===== src/rtl/upload_pkg.sv =====
`timescale 1ns/1ps
`default_nettype none
// ============================================================================
//  Module      : upload_pkg
//  Description : Shared types and constants for the framed USB upload arbiter.
//  Revision    : 1.0  initial release
// ============================================================================
package upload_pkg;

    // Frame sequencer states, in emission order.
    typedef enum logic [3:0] {
        ST_IDLE = 4'd0,
        ST_H0   = 4'd1,
        ST_H1   = 4'd2,
        ST_ID   = 4'd3,
        ST_LENH = 4'd4,
        ST_LENL = 4'd5,
        ST_PAY  = 4'd6,
        ST_CSUM = 4'd7,
        ST_DONE = 4'd8
    } state_t;

    localparam logic [7:0] c_HDR0_DEF       = 8'hAA;
    localparam logic [7:0] c_HDR1_DEF       = 8'h44;

    // Header(2) + ID + LENH + LENL + CSUM wrapped around every payload.
    localparam int         c_FRAME_OVERHEAD = 6;

    localparam logic [2:0] c_ID_DSM         = 3'd0;
    localparam logic [2:0] c_ID_DC          = 3'd1;
    localparam logic [2:0] c_ID_I2C         = 3'd2;
    localparam logic [2:0] c_ID_UART        = 3'd3;

endpackage
`default_nettype wire


===== src/rtl/rr_arbiter.sv =====
`timescale 1ns/1ps
`default_nettype none
// ============================================================================
//  Module      : rr_arbiter
//  Description : Combinational round-robin pick: first requester at or after
//                the pointer, wrapping. Returns one-hot and encoded grant.
//  Revision    : 1.0  initial release
// ============================================================================
module rr_arbiter #(
    parameter int NUM_SRC = 4,
    parameter int IDX_W   = 2
) (
    input  logic [NUM_SRC-1:0] i_req,
    input  logic [IDX_W-1:0]   i_ptr,
    output logic [NUM_SRC-1:0] o_grant,
    output logic [IDX_W-1:0]   o_grant_idx,
    output logic               o_any_req
);

    logic             w_found;
    logic [IDX_W-1:0] w_idx;
    int               w_pos;

    // Scan the request vector starting at the pointer and stop at the first hit.
    always_comb begin
        o_grant     = '0;
        o_grant_idx = '0;
        o_any_req   = |i_req;
        w_found     = 1'b0;
        w_idx       = '0;
        w_pos       = 0;
        for (int i = 0; i < NUM_SRC; i++) begin
            w_pos = int'(i_ptr) + i;
            if (w_pos >= NUM_SRC) begin
                w_pos = w_pos - NUM_SRC;
            end
            w_idx = IDX_W'(w_pos);
            if (!w_found && i_req[w_idx]) begin
                w_found        = 1'b1;
                o_grant[w_idx] = 1'b1;
                o_grant_idx    = w_idx;
            end
        end
    end

endmodule
`default_nettype wire


===== src/rtl/upload_arbiter.sv =====
`timescale 1ns/1ps
`default_nettype none
// ============================================================================
//  Module      : upload_arbiter
//  Description : Round-robin sharing of the USB CDC upload byte stream among
//                NUM_SRC engines; each grant is wrapped as
//                HDR0 HDR1 ID LENH LENL payload CSUM.
//  Revision    : 1.0  initial release
// ============================================================================
module upload_arbiter
    import upload_pkg::*;
#(
    parameter int         NUM_SRC     = 4,
    parameter int         TIMEOUT_CYC = 4096,
    parameter logic [7:0] HDR0        = c_HDR0_DEF,
    parameter logic [7:0] HDR1        = c_HDR1_DEF
) (
    input  logic                  clk,
    input  logic                  rst_n,
    input  logic [NUM_SRC-1:0]    src_req,
    input  logic [16*NUM_SRC-1:0] src_len,
    input  logic [8*NUM_SRC-1:0]  src_data,
    input  logic [NUM_SRC-1:0]    src_valid,
    output logic [NUM_SRC-1:0]    src_ready,
    output logic [NUM_SRC-1:0]    src_done,
    output logic [7:0]            upload_data,
    output logic                  upload_valid,
    input  logic                  upload_ready,
    output logic                  busy,
    output logic                  err_timeout
);

    localparam int c_IDX_W = (NUM_SRC > 1) ? $clog2(NUM_SRC) : 1;
    localparam int c_TMO_W = $clog2(TIMEOUT_CYC + 1);

    state_t               r_state,  w_state_nxt;
    logic [c_IDX_W-1:0]   r_g,      w_g_nxt;
    logic [c_IDX_W-1:0]   r_rr_ptr, w_rr_nxt;
    logic [15:0]          r_len,    w_len_nxt;
    logic [15:0]          r_rem,    w_rem_nxt;
    logic [7:0]           r_csum,   w_csum_nxt;
    logic [c_TMO_W-1:0]   r_tmo,    w_tmo_nxt;
    logic                 r_pad,    w_pad_nxt;
    logic [NUM_SRC-1:0]   r_done,   w_done_nxt;
    logic                 r_err,    w_err_nxt;
    logic [7:0]           r_upload_data;
    logic                 r_upload_valid;

    logic                 w_slot_free;
    logic                 w_load;
    logic [7:0]           w_byte;
    logic [NUM_SRC-1:0]   w_src_ready;
    logic                 w_pay_ok;
    logic [7:0]           w_id;
    logic [7:0]           w_src_byte;
    logic [NUM_SRC-1:0]   w_grant;
    logic [c_IDX_W-1:0]   w_grant_idx;
    logic                 w_any_req;
    logic [15:0]          w_grant_len;
    logic [15:0]          w_len_arr  [NUM_SRC];
    logic [7:0]           w_data_arr [NUM_SRC];

    genvar gi;
    generate
        for (gi = 0; gi < NUM_SRC; gi++) begin : g_unpack
            assign w_len_arr[gi]  = src_len[16*gi +: 16];
            assign w_data_arr[gi] = src_data[8*gi +: 8];
        end
    endgenerate

    rr_arbiter #(
        .NUM_SRC (NUM_SRC),
        .IDX_W   (c_IDX_W)
    ) u_rr_arbiter (
        .i_req       (src_req),
        .i_ptr       (r_rr_ptr),
        .o_grant     (w_grant),
        .o_grant_idx (w_grant_idx),
        .o_any_req   (w_any_req)
    );

    // Length of the source being granted, selected by the one-hot grant.
    always_comb begin
        w_grant_len = '0;
        for (int i = 0; i < NUM_SRC; i++) begin
            if (w_grant[i]) begin
                w_grant_len = w_grant_len | w_len_arr[i];
            end
        end
    end

    assign w_slot_free = !r_upload_valid || upload_ready;
    assign w_id        = 8'(r_g);
    assign w_src_byte  = w_data_arr[r_g];
    assign w_pay_ok    = (r_state == ST_PAY) && !r_pad && w_slot_free && (r_rem != 16'd0);

    // Next-state, byte selection and handshake decode for the frame sequencer.
    always_comb begin
        w_state_nxt = r_state;
        w_g_nxt     = r_g;
        w_rr_nxt    = r_rr_ptr;
        w_len_nxt   = r_len;
        w_rem_nxt   = r_rem;
        w_csum_nxt  = r_csum;
        w_tmo_nxt   = r_tmo;
        w_pad_nxt   = r_pad;
        w_done_nxt  = '0;
        w_err_nxt   = 1'b0;
        w_load      = 1'b0;
        w_byte      = 8'h00;
        w_src_ready = '0;

        case (r_state)
            ST_IDLE: begin
                if (w_any_req) begin
                    w_g_nxt     = w_grant_idx;
                    w_len_nxt   = w_grant_len;
                    w_rem_nxt   = w_grant_len;
                    w_csum_nxt  = 8'h00;
                    w_tmo_nxt   = '0;
                    w_pad_nxt   = 1'b0;
                    w_state_nxt = ST_H0;
                end
            end
            ST_H0: begin
                if (w_slot_free) begin
                    w_load      = 1'b1;
                    w_byte      = HDR0;
                    w_state_nxt = ST_H1;
                end
            end
            ST_H1: begin
                if (w_slot_free) begin
                    w_load      = 1'b1;
                    w_byte      = HDR1;
                    w_state_nxt = ST_ID;
                end
            end
            ST_ID: begin
                if (w_slot_free) begin
                    w_load      = 1'b1;
                    w_byte      = w_id;
                    w_csum_nxt  = r_csum + w_id;
                    w_state_nxt = ST_LENH;
                end
            end
            ST_LENH: begin
                if (w_slot_free) begin
                    w_load      = 1'b1;
                    w_byte      = r_len[15:8];
                    w_csum_nxt  = r_csum + r_len[15:8];
                    w_state_nxt = ST_LENL;
                end
            end
            ST_LENL: begin
                if (w_slot_free) begin
                    w_load      = 1'b1;
                    w_byte      = r_len[7:0];
                    w_csum_nxt  = r_csum + r_len[7:0];
                    w_state_nxt = (r_len == 16'd0) ? ST_CSUM : ST_PAY;
                end
            end
            ST_PAY: begin
                if (r_pad) begin
                    // Source stalled too long: finish the frame with zero bytes.
                    if (w_slot_free) begin
                        w_load    = 1'b1;
                        w_byte    = 8'h00;
                        w_rem_nxt = r_rem - 16'd1;
                        if (r_rem == 16'd1) begin
                            w_state_nxt = ST_CSUM;
                        end
                    end
                end else begin
                    w_src_ready[r_g] = w_pay_ok;
                    if (w_pay_ok && src_valid[r_g]) begin
                        w_load     = 1'b1;
                        w_byte     = w_src_byte;
                        w_csum_nxt = r_csum + w_src_byte;
                        w_rem_nxt  = r_rem - 16'd1;
                        w_tmo_nxt  = '0;
                        if (r_rem == 16'd1) begin
                            w_state_nxt = ST_CSUM;
                        end
                    end else if (w_slot_free) begin
                        if (r_tmo == c_TMO_W'(TIMEOUT_CYC - 1)) begin
                            w_pad_nxt = 1'b1;
                            w_err_nxt = 1'b1;
                            w_tmo_nxt = '0;
                        end else begin
                            w_tmo_nxt = r_tmo + 1'b1;
                        end
                    end
                end
            end
            ST_CSUM: begin
                if (w_slot_free) begin
                    w_load      = 1'b1;
                    w_byte      = r_csum;
                    w_state_nxt = ST_DONE;
                end
            end
            ST_DONE: begin
                // Slot free here means the checksum byte has been taken.
                if (w_slot_free) begin
                    w_done_nxt[r_g] = 1'b1;
                    w_rr_nxt        = (r_g == c_IDX_W'(NUM_SRC - 1)) ? '0 : r_g + 1'b1;
                    w_state_nxt     = ST_IDLE;
                end
            end
            default: begin
                w_state_nxt = ST_IDLE;
            end
        endcase
    end

    // Sequencer state, bookkeeping and pulse registers.
    always_ff @(posedge clk or negedge rst_n) begin
        if (!rst_n) begin
            r_state  <= ST_IDLE;
            r_g      <= '0;
            r_rr_ptr <= '0;
            r_len    <= '0;
            r_rem    <= '0;
            r_csum   <= '0;
            r_tmo    <= '0;
            r_pad    <= 1'b0;
            r_done   <= '0;
            r_err    <= 1'b0;
        end else begin
            r_state  <= w_state_nxt;
            r_g      <= w_g_nxt;
            r_rr_ptr <= w_rr_nxt;
            r_len    <= w_len_nxt;
            r_rem    <= w_rem_nxt;
            r_csum   <= w_csum_nxt;
            r_tmo    <= w_tmo_nxt;
            r_pad    <= w_pad_nxt;
            r_done   <= w_done_nxt;
            r_err    <= w_err_nxt;
        end
    end

    // Output byte register: only reloads when the slot is free, so a stalled byte stays put.
    always_ff @(posedge clk or negedge rst_n) begin
        if (!rst_n) begin
            r_upload_data  <= 8'h00;
            r_upload_valid <= 1'b0;
        end else if (w_slot_free) begin
            r_upload_valid <= w_load;
            if (w_load) begin
                r_upload_data <= w_byte;
            end
        end
    end

    assign upload_data  = r_upload_data;
    assign upload_valid = r_upload_valid;
    assign src_ready    = w_src_ready;
    assign src_done     = r_done;
    assign err_timeout  = r_err;
    assign busy         = (r_state != ST_IDLE);

endmodule
`default_nettype wire


===== config.mk =====
export PLATFORM = sky130hd
export DESIGN_NAME = upload_arbiter
export DESIGN_NICKNAME = d
export VERILOG_FILES = /design/src/rtl/upload_pkg.sv /design/src/rtl/rr_arbiter.sv /design/src/rtl/upload_arbiter.sv
export SDC_FILE = /design/constraint.sdc
export NUM_CORES = 1
export LEC_CHECK = 0
export BUFFER_PORTS_ARGS = -buffer_cell sky130_fd_sc_hd__buf_2
export CAP_MARGIN = 40
export CELL_PAD_IN_SITES_DETAIL_PLACEMENT = 1
export CELL_PAD_IN_SITES_GLOBAL_PLACEMENT = 1
export CORE_ASPECT_RATIO = 0.8
export CORE_UTILIZATION = 45
export CTS_BUF_LIST = sky130_fd_sc_hd__clkbuf_8 sky130_fd_sc_hd__clkbuf_16
export DETAILED_ROUTE_END_ITERATION = 6
export GPL_TIMING_DRIVEN = 0
export PLACE_DENSITY = 0.85
export SKIP_CTS_REPAIR_TIMING = 1
export SLEW_MARGIN = 15
export SYNTH_ARGS = -nofsm -noshare
export SYNTH_HDL_FRONTEND = slang
export SYNTH_SLANG_ARGS = --single-unit

===== constraint.sdc =====
create_clock -name clk -period 5.4 [get_ports clk]
set_clock_uncertainty 0.2 [all_clocks]
set_input_delay 1.62 -clock clk [delete_from_list [all_inputs] [get_ports clk]]
set_output_delay 1.62 -clock clk [all_outputs]
set_load 0.03 [all_outputs]

Yosys cells after proc, flatten, opt, wreduce, memory -nomap -nowiden --
Cells that the tools add are included.
Word-level totals: flip-flop bits (word level) 76, logic and storage cells 201
Operators by class: add/sub/neg operators 14, $lt $le $gt $ge 15, equal/unequal tests 24, muxes and demuxes 94, bitwise operators 8, reductions and logical operators 34
Operators with widths (number):
- $mux 16 | 8
- $mux 4 | 20
- $mux 8 | 10
- $mux 13 | 5
- $pmux 8 s7 | 1
- $or 16x16->16 | 3
- $pmux 8 s5 | 1
- $pmux 4 s9 | 1
- $pmux 16 s2 | 1
- $pmux 13 s2 | 1
- $add 8x8->8 | 3
- $mux 1 | 24
- $mux 2 | 9
- $bmux 8 s2 | 1
- $eq 16x1->1 const B | 1
- $eq 4x3->1 const B | 4
- $logic_not 16->1 | 1
- $ne 2x2->1 const B | 8
- $reduce_bool 16->1 | 1
- $sub 16x1->16 const B | 1
- $lt 2x3->1 const B | 5
- $add 13x1->13 const B | 1
- $eq 13x12->1 const B | 1
- $ge 3x3->1 const B | 4
- other kinds (33) | 74

Depth between registers and ports, before layout --
Gate-level depths: netlist of the first run.
depth in word-level cells 23, depth in mapped cells 16, mapped depth without buffers 14

Modules after synthesis --
Synthesis of the first run repeated with hierarchy kept, for this count alone.
Second synthesis, totals: cells, all modules 629, area, all modules 5526.6 µm²
Modules (own cells, without submodules):
- upload_arbiter | instances 1, cells an instance 580, area an instance 5114.9 µm², sequential area each 1901.8 µm²
- rr_arbiter | instances 1, cells an instance 49, area an instance 411.6 µm², sequential area each 0.0 µm²

Worst setup path after synthesis of the first run --
No wires, ideal clock.
path kind input port to output port, start point in upload_ready, end point out src_ready[0], arrival time 2658 ps, required time 3580 ps, setup slack 922 ps, stages 5, buffers on the path 1, path through nor2b_1 clkbuf_1 nor2_1 o211a_1 and2_1
Between the ends: cells in the longest elaborated chain, start to end 6
Ends and longest elaborated chain:
- start: declaration | line upload_arbiter.sv:28 | input logic upload_ready,
- $logic_or 1x1->1 | line upload_arbiter.sv:92 | assign w_slot_free = !r_upload_valid || upload_ready;
- $logic_and 1x1->1 (2 in series) | line upload_arbiter.sv:95 | assign w_pay_ok = (r_state == ST_PAY) && !r_pad && w_slot_free && (r_rem != 16'd0);
- $and 4x4->4 (no line)
- $mux 4 | line upload_arbiter.sv:164 | if (r_pad) begin
- $mux 4 | line upload_arbiter.sv:113 | case (r_state)
- end: declaration | line upload_arbiter.sv:24 | output logic [NUM_SRC-1:0] src_ready,
No other way between the ends.

Final worst setup path of the first run --
Same ends and word-level chain as after synthesis.

==> results of run 1 <==
cell families after synthesis:
logic type	after synthesis	synth area share, %
AO/OA/AOI/OAI	226	27.93
XOR/XNOR	12	1.761
adder cells (fa/ha/maj)	23	4.948
buffers and inverters	76	5.996
flip-flops	76	31.87
multiplexers	34	8.700
AND/OR/NAND/NOR	225	18.81
final cells by class:
cell class	count	area, µm²	share of cell area, %
clock inverter	7	82.58	1.155
tap	175	219.0	3.062
clock buffer	9	225.2	3.150
multi-input combinational	520	3709	51.86
sequential	76	1902	26.60
inverter	32	120.1	1.680
timing repair buffer	126	655.6	9.169
buffer	44	237.7	3.325
cell usage in the layout, fill, tap and decap left out, types with 6 or more instances in the layout:
cell / netlist / routed
inv_1: 32 / 32
nor2_1: 64 / 64
o21ai_0: 34 / 34
nand3_1: 14 / 14
mux4_2: 11 / 11
clkbuf_1: 22 / 22
o21a_1: 6 / 6
a31oi_1: 7 / 7
o211ai_1: 7 / 7
a221oi_2: 8 / 8
a22oi_1: 20 / 20
nor2b_1: 7 / 7
xnor2_1: 7 / 7
clkbuf_16: 0 / 9
nand2_1: 61 / 61
or3_1: 9 / 9
mux2i_1: 14 / 14
mux2_1: 7 / 7
buf_2: 11 / 135
o22ai_1: 8 / 8
and3_1: 7 / 7
a21oi_1: 48 / 48
dfrtp_1: 76 / 76
nor3_1: 8 / 8
a221o_1: 6 / 6
ha_1: 22 / 22
nor4_1: 8 / 8
and2_1: 11 / 11
nand2b_1: 7 / 7
o31ai_1: 8 / 8
worst min-delay path by stage:
stage	to	slack, ps	cells after the start
after detailed placement	upload_data[6]	280	1
after floorplan	r_rem[14]	250	1
after CTS	r_rem[9]	300	1
final	upload_data[4]	290	1
after global placement	upload_data[6]	270	1
after global routing	upload_data[3]	310	1
sequential cells by signal (all words and copies together), names as in the netlist:
name,cells
r_state,4
upload_data,8
r_g,2
r_pad,1
src_done,4
r_len,16
err_timeout,1
r_tmo,13
r_csum,8
upload_valid,1
r_rem,16
r_rr_ptr,2
per-stage QoR:
step | setup WS [ps] | hold WS (ps) | cells | area, µm²
floorplan | 922.0 | 251.5 | 672 | 5968
global placement | 591.3 | 265.9 | 972 | 6813
detailed placement | 438.0 | 281.8 | 973 | 6843
CTS | 483.3 | 295.3 | 989 | 7151
global route | 388.5 | 311.9 | 989 | 7151
finish | 473.1 | 290.2 | 989 | 7151
power by group through the flow:
| stage | sequential [W] | clock, W | combinational (W) |
|---|---|---|---|
| floorplan | 0.000960 | 0 | 0.00180 |
| global placement | 0.000967 | 0 | 0.00244 |
| detailed placement | 0.000987 | 0 | 0.00256 |
| CTS | 0.000982 | 0.000646 | 0.00259 |
| global route | 0.00102 | 0.000669 | 0.00285 |
| finish | 0.000988 | 0.000640 | 0.00262 |
routing by layer:
| layer | up-vias | part of all wire, % | wire length [µm] | track usage [%] |
|---|---|---|---|---|
| li1 | 2804 | - | - | - |
| met1 | 3042 | 44 | 9285 | 43.51 |
| met2 | 268 | 47 | 9991 | 52.42 |
| met3 | 35 | 6.5 | 1367 | 5.888 |
| met4 | 0 | 1.9 | 390 | 8.949 |
| met5 | - | 0 | 0 | 0 |
worst max-delay path, stage by stage:
cell	delay, ps
buf_2	90
nor2b_1	40
clkbuf_1	200
nor2_1	480
o211a_1	320
and2_1	160
buf_2	190
==> results_dict.tcl, run 1 <==
set metrics [dict create \
    grt_use_total_pct 32.24 \
    numCtsBuffers 9 \
    r2r_cells 13 \
    grt_pass1_wl_mm 33.87 \
    die_w_um 130.8 \
    crit_start "upload_ready" \
    pwr-share-clk_pct 15.1 \
    synthFlopType "dfrtp_1" \
    clock-root-buffer "clkbuf_16" \
    p_switching_w 0.002118 \
    drv_slew 0 \
    yosysMostFrequentCell "dfrtp_1" \
    worstReg2RegEnd "r_csum[7]" \
    vdd_drop_max_v 0.0002714 \
    avgViaCountPerCell 6.217 \
    reg2reg_from "r_state[0]" \
    nets 939 \
    die_height_um 105.0 \
    final_util_pct 55.36 \
    synth_edf_count 0 \
    sw_frac_of_total_pct 49.88 \
    final.setup.tns_ps 0 \
    drt-wirelength-per-cell_um 21.27 \
    drcViolationCount 0 \
    drv_cap 0 \
    syn-instance-count 672 \
    num_io_pins 126 \
    worst_ep_required_time_ps 3580 \
    wl_mm 21.03 \
    syn_nets 802 \
    finalSetupViolCount 0 \
    tightest_slew_ps 792.8 \
    clkTransAtPathRegs_ps 60 \
    start_kind "input port" \
    crit_type "input port to output port" \
    crit_end "src_ready[0]" \
    antenna_found_initial 0 \
    avgSynthCellArea_um2 8.881 \
    htreeDepth 3 \
    cp.arrival_ps 3110 \
    slew_headroom_pct 46.66 \
    combPwrFrac_pct 61.7 \
    synth.distinct_cells 87 \
    rsz0062_at_grt "no" \
    p_int_w 0.002129 \
    synth_sequential_area_ratio_pct 31.87 \
    cts_tree "yes" \
    gr-total-overflow 0 \
    hold_violations 0 \
    gp_congestion 0.9148 \
    yosysTopAreaCell "dfrtp_1" \
    p_per_area_nw_per_um2 593.9 \
    initial_core_util_pct 46.21 \
    syn_to_final_growth_pct 19.81 \
    fp-row-count 37 \
    min_period_ps 4927 \
    async_reset_ff_share_pct 100.0 \
    layout-drive-gt1-share_pct 24.32 \
    ant_nets 0 \
    synth_top_area_share_pct 31.87 \
    first_pass_iters 5 \
    fill_cells 1570 \
    clock_path_buffers 2 \
    cts.sinks 76 \
    die_area_um2 13730 \
    hp-class "register to register" \
    min_from "upload_data[4]" \
    yosys-top-cells-count "dfrtp_1 (76), nor2_1 (64), nand2_1 (61)" \
    dp.final_hpwl_mm 16.48 \
    grt_pass1_vias 6452 \
    synth_area_leaders "dfrtp_1 (32%), ha_1 (4.6%), mux4_2 (4.2%)" \
    leakage_nw 3.155 \
    vias 6149 \
    drtIter0Drc 428 \
    coreArea_um2 12920 \
    cp_max_fo 8 \
    power_w 0.004247 \
    critPathCaptureType "output port" \
    seqPwrFrac_pct 23.3 \
    synth-seq-cells 76 \
    fmax_mhz 203.0 \
    netlist_area_um2 5968 \
    clock_latency_ps 350 \
    port_buffers 125 \
    outcome "complete, no violations" \
    n_antenna_cell 0 \
    timing.final.crit_share_pct 91.24 \
    ys_warn_count 0 \
    grt_max_degree 62 \
    reg2reg_slack_ps 930 \
]
(Power assumes the default switching activity.)
==> inputs of run 2 (changes only) <==
--- a/config.mk
+++ b/config.mk
@@ -10,11 +10,11 @@
 export CELL_PAD_IN_SITES_DETAIL_PLACEMENT = 1
 export CELL_PAD_IN_SITES_GLOBAL_PLACEMENT = 1
 export CORE_ASPECT_RATIO = 0.8
-export CORE_UTILIZATION = 45
+export CORE_UTILIZATION = 44
 export CTS_BUF_LIST = sky130_fd_sc_hd__clkbuf_8 sky130_fd_sc_hd__clkbuf_16
 export DETAILED_ROUTE_END_ITERATION = 6
 export GPL_TIMING_DRIVEN = 0
-export PLACE_DENSITY = 0.85
+export PLACE_DENSITY = 0.83
 export SKIP_CTS_REPAIR_TIMING = 1
 export SLEW_MARGIN = 15
 export SYNTH_ARGS = -nofsm -noshare
==> run 2 against run 1 <==
Net effect: combinational power about the same; power barely moved; critical endpoint unchanged; design area is 0.14% higher; global-route usage fell by 1.8 points; highest routed layer unchanged; clock power up 2%; sequential power about the same; core utilization fell by 0.51 points; first-iteration DRC count increased by 22%; critical path depth did not move.
==> results_dict.tcl, run 2 (synthesis results as in run 1) <==
set metrics [dict create \
    num_io_pins 126 \
    final_util_pct 54.85 \
    outcome "complete, no violations" \
    gr-total-overflow 0 \
    seqPwrFrac_pct 23.2 \
    worst_ep_required_time_ps 3580 \
    top_regs "r_len (16), r_rem (16), r_tmo (13)" \
    cp_common_cell "buf_2" \
    initial_core_util_pct 45.72 \
    layout-drive-gt1-share_pct 24.20 \
    grt_use_total_pct 30.43 \
    p_int_w 0.002175 \
    dp.final_hpwl_mm 16.34 \
    pwr-share-clk_pct 15.3 \
    crit_chain "buf_2 -> nor2b_1 -> clkbuf_1 -> nor2_1 -> o211a_1 -> and2_1 -> buf_2" \
    htreeDepth 3 \
    tightest_slew_ps 853.4 \
    cts.sinks 76 \
    multiInputGateArea_um2 3709 \
    syn_to_final_growth_pct 19.98 \
    p_per_area_nw_per_um2 593.6 \
    placedCellCount 973 \
    path_buf_inv 3 \
    placed_area_um2 6843 \
    vdd_drop_max_v 0.0003142 \
    clkTransAtPathRegs_ps 60 \
    crit_type "input port to output port" \
    leakage_nw 3.174 \
    drv_cap 0 \
    slew_headroom_pct 43.00 \
    critPathCaptureType "output port" \
    avgViaCountPerCell 6.198 \
    finalSetupViolCount 0 \
    ant_nets 0 \
    final_cell_mix "buf_2 (135), dfrtp_1 (76), nor2_1 (64)" \
    clock_latency_ps 340 \
    rsz0062_at_grt "no" \
    hp-class "register to register" \
    start_kind "input port" \
    combPwrFrac_pct 61.4 \
    final.setup.tns_ps 0 \
    clock-root-buffer "clkbuf_16" \
    coreArea_um2 13060 \
    numCtsBuffers 9 \
    sw_frac_of_total_pct 48.83 \
    final_area_um2 7161 \
    cts_tree "yes" \
    grt_pass1_wl_mm 33.37 \
    gp_congestion 0.9754 \
    timing.final.crit_share_pct 91.90 \
    seq_area_um2 1902 \
    wl_mm 20.92 \
    hold_violations 0 \
    die_height_um 106.2 \
    first_pass_iters 5 \
    fmax_mhz 201.5 \
    worst_slack_ps 437.3 \
    nets 939 \
    final_common_cell "buf_2" \
    min_period_ps 4963 \
    drt-wirelength-per-cell_um 21.15 \
    drcViolationCount 0 \
    die_w_um 132.2 \
    drv_slew 0 \
    fp-row-count 37 \
    port_buffers 125 \
    dp_slack_ps 465.3 \
    slowest_delay_ps 500 \
    cp.arrival_ps 3140 \
    path_delay_family "simple AND/OR/NAND/NOR gates" \
    stdcell_count 989 \
    n_antenna_cell 0 \
    antenna_found_initial 0 \
    clock_path_buffers 2 \
    grt_max_degree 61 \
    p_switching_w 0.002076 \
    drtIter0Drc 522 \
    die_area_um2 14040 \
    grt_pass1_vias 6311 \
    slowest_stage "nor2_1" \
    fill_cells 1582 \
    cp_max_fo 8 \
    vias 6130 \
]
[run 2: metal layers]
layer	GRT usage [%]	vias to the layer above	wire length [µm]
met5	0	-	0
met4	5.501	0	173
met1	41.71	3076	9620
met2	51.44	238	9934
met3	4.626	20	1194
li1	-	2796	-
[run 2: per-stage QoR]
stage          hold slack [ps]  power [W]
6_report                 288.5   0.004251
5_1_grt                  316.1   0.004527
4_1_cts                  291.1   0.004217
3_5_place_dp             278.1   0.003541
3_3_place_gp             263.6   0.003394
2_1_floorplan            251.5   0.002760
[run 2: power groups by stage]
stage,combinational (W),clock [W],sequential [W]
after floorplan,0.00180,0,0.000960
after detailed placement,0.00256,0,0.000985
after CTS,0.00258,0.000654,0.000980
final,0.00261,0.000651,0.000988
after global placement,0.00243,0,0.000969
after global routing,0.00284,0.000680,0.00101
[run 2: final timing paths]
check                                    start        endpoint  slack, ps  cells after the start
worst max-delay path              upload_ready    src_ready[0]        440                      7
worst min-delay path            upload_data[4]  upload_data[4]        290                      1
worst max register to register     r_rr_ptr[0]        r_rem[4]       1040                     11
worst min register to register  upload_data[4]  upload_data[4]        290                      1
max in group asynchronous                rst_n        r_len[7]       3470                      2
min in group asynchronous                rst_n        r_tmo[5]        950                      1
[run 2: layout make-up]
| type | instances | area share [%] |
|---|---|---|
| Buffer | 44 | 3.320 |
| Clock inverter | 6 | 1.101 |
| Multi-Input combinational cell | 520 | 51.79 |
| Inverter | 32 | 1.677 |
| Tap cell | 175 | 3.058 |
| Timing Repair Buffer | 126 | 9.156 |
| Clock buffer | 10 | 3.337 |
| Sequential cell | 76 | 26.56 |
==> inputs of run 3 (changes only) <==
--- a/config.mk
+++ b/config.mk
@@ -5,7 +5,6 @@
 export SDC_FILE = /design/constraint.sdc
 export NUM_CORES = 1
 export LEC_CHECK = 0
-export BUFFER_PORTS_ARGS = -buffer_cell sky130_fd_sc_hd__buf_2
 export CAP_MARGIN = 40
 export CELL_PAD_IN_SITES_DETAIL_PLACEMENT = 1
 export CELL_PAD_IN_SITES_GLOBAL_PLACEMENT = 1
@@ -13,8 +12,9 @@
 export CORE_UTILIZATION = 44
 export CTS_BUF_LIST = sky130_fd_sc_hd__clkbuf_8 sky130_fd_sc_hd__clkbuf_16
 export DETAILED_ROUTE_END_ITERATION = 6
+export DONT_BUFFER_PORTS = 1
 export GPL_TIMING_DRIVEN = 0
-export PLACE_DENSITY = 0.83
+export PLACE_DENSITY = 0.72
 export SKIP_CTS_REPAIR_TIMING = 1
 export SLEW_MARGIN = 15
 export SYNTH_ARGS = -nofsm -noshare
==> run 3 against run 2 <==
Net effect: sequential power rose by 4%; sequential share of layout area grew 2.6 points; non-clock buffer count down 126; via count down 9.7%; die area did not move; combinational power is 7% lower; design area fell by 9.0%; sequential cell count stayed put; power fell by 2.5%.
==> results_dict.tcl, run 3 (synthesis results as in run 1) <==
set metrics [dict create \
    outcome "complete, no violations" \
    drv_cap 0 \
    layout-drive-gt1-share_pct 10.32 \
    nets 813 \
    worst_ep_required_time_ps 3580 \
    ant_nets 0 \
    fp-row-count 37 \
    htreeDepth 3 \
    fmax_mhz 208.6 \
    grt_pass1_wl_mm 31.74 \
    drcViolationCount 0 \
    die_height_um 106.2 \
    num_io_pins 126 \
    drtIter0Drc 320 \
    numCtsBuffers 9 \
    critPathCaptureType "output port" \
    min_from "r_rem[14]" \
    grt_pass1_vias 5849 \
    cp_max_fo 8 \
    final_cell_mix "dfrtp_1 (76), nor2_1 (64), nand2_1 (61)" \
    clock-root-buffer "clkbuf_16" \
    vdd_drop_max_v 0.0002734 \
    clock_latency_ps 350 \
    die_area_um2 14040 \
    die_w_um 132.2 \
    min_period_ps 4794 \
    worstHoldPathCells 1 \
    slew_headroom_pct 41.76 \
    cp.arrival_ps 2970 \
    start_kind "input port" \
    n_antenna_cell 0 \
    cts.sinks 76 \
    min_to "r_rem[14]" \
    vias 5537 \
    gp_congestion 0.9286 \
    leakage_nw 2.647 \
    timing.final.crit_share_pct 88.78 \
    syn_to_final_growth_pct 9.161 \
    cts_tree "yes" \
    top_regs "r_len (16), r_rem (16), r_tmo (13)" \
    wl_mm 19.48 \
    hp-class "register to register" \
    dp_slack_ps 620.3 \
    avgViaCountPerCell 6.416 \
    antenna_found_initial 0 \
    finalSetupViolCount 0 \
    port_buffers 0 \
    grt_use_total_pct 29.20 \
    worstReg2RegEnd "r_csum[7]" \
    reg2reg_slack_ps 1010 \
    rsz0062_at_grt "no" \
    clkTransAtPathRegs_ps 60 \
    hold_violations 0 \
    gr-total-overflow 0 \
    p_per_area_nw_per_um2 636.2 \
    reg2reg_from "r_g[0]" \
    worst_slack_ps 605.8 \
    initial_core_util_pct 45.72 \
    drt-wirelength-per-cell_um 22.57 \
    first_pass_iters 5 \
    tightest_slew_ps 870.9 \
    power_w 0.004145 \
    final.setup.tns_ps 0 \
    clock_path_buffers 2 \
    grt_max_degree 77 \
    r2r_cells 12 \
    drv_slew 0 \
    final_common_cell "dfrtp_1" \
    crit_type "input port to output port" \
    dp.final_hpwl_mm 15.00 \
    coreArea_um2 13060 \
]
==> run 3: cell count changes in the layout (fill, tap and decap cells not counted) <==
cell	before	now
clkinv_4	0	2
clkinv_2	3	0
buf_16	1	0
buf_4	2	1
buf_2	135	11
clkinvlp_4	0	1
==> run 3: cell type report <==
| type | count | area [µm²] |
|---|---|---|
| fillers | 1569 | 6540 |
| multi-input cells | 520 | 3709 |
| flip-flops and latches | 76 | 1902 |
| clock buffers | 10 | 239.0 |
| plain buffers | 44 | 237.7 |
| well taps | 175 | 219.0 |
| inverters | 32 | 120.1 |
| clock inverters | 6 | 88.84 |
==> run 3: worst max-delay path by stage <==
stage | startpoint | end | depth (start not counted)
2_1_floorplan | upload_ready | src_ready[0] | 5
3_3_place_gp | upload_ready | src_ready[3] | 5
3_5_place_dp | upload_ready | src_ready[1] | 5
4_1_cts | upload_ready | src_ready[1] | 5
5_1_grt | r_g[0] | r_csum[7] | 12
6_report | upload_ready | src_ready[1] | 5
==> run 3: stage by stage <==
step	instance area, µm²	cells	hold WS [ps]	utilization, %
floorplan	5968	672	251.5	-
finish	6515	863	299.7	49.90
CTS	6515	863	294.7	49.90
global placement	6187	847	275.3	47.39
detailed placement	6187	847	284.8	47.39
global route	6515	863	321.7	49.90
==> run 3: per-layer routing <==
layer / global-route usage, % / vias up / routed length (µm)
li1: - / 2544 / -
met1: 40.05 / 2818 / 9099
met2: 46.49 / 150 / 9075
met3: 6.390 / 25 / 1013
met4: 8.046 / 0 / 294
met5: 0 / - / 0
==> run 3: worst max-delay path: stages <==
cell      delay [ps]
nor2b_1           20
clkbuf_1         180
nor2_1           460
o211a_1          340
and2_1           340
==> run 3: power breakdown <==
group          switching, W  leakage (nW)  internal [W]  total, W
Combinational       0.00150          1.54      0.000933   0.00243
Clock              0.000261         0.160      0.000418  0.000679
Sequential         0.000259         0.948      0.000775   0.00103
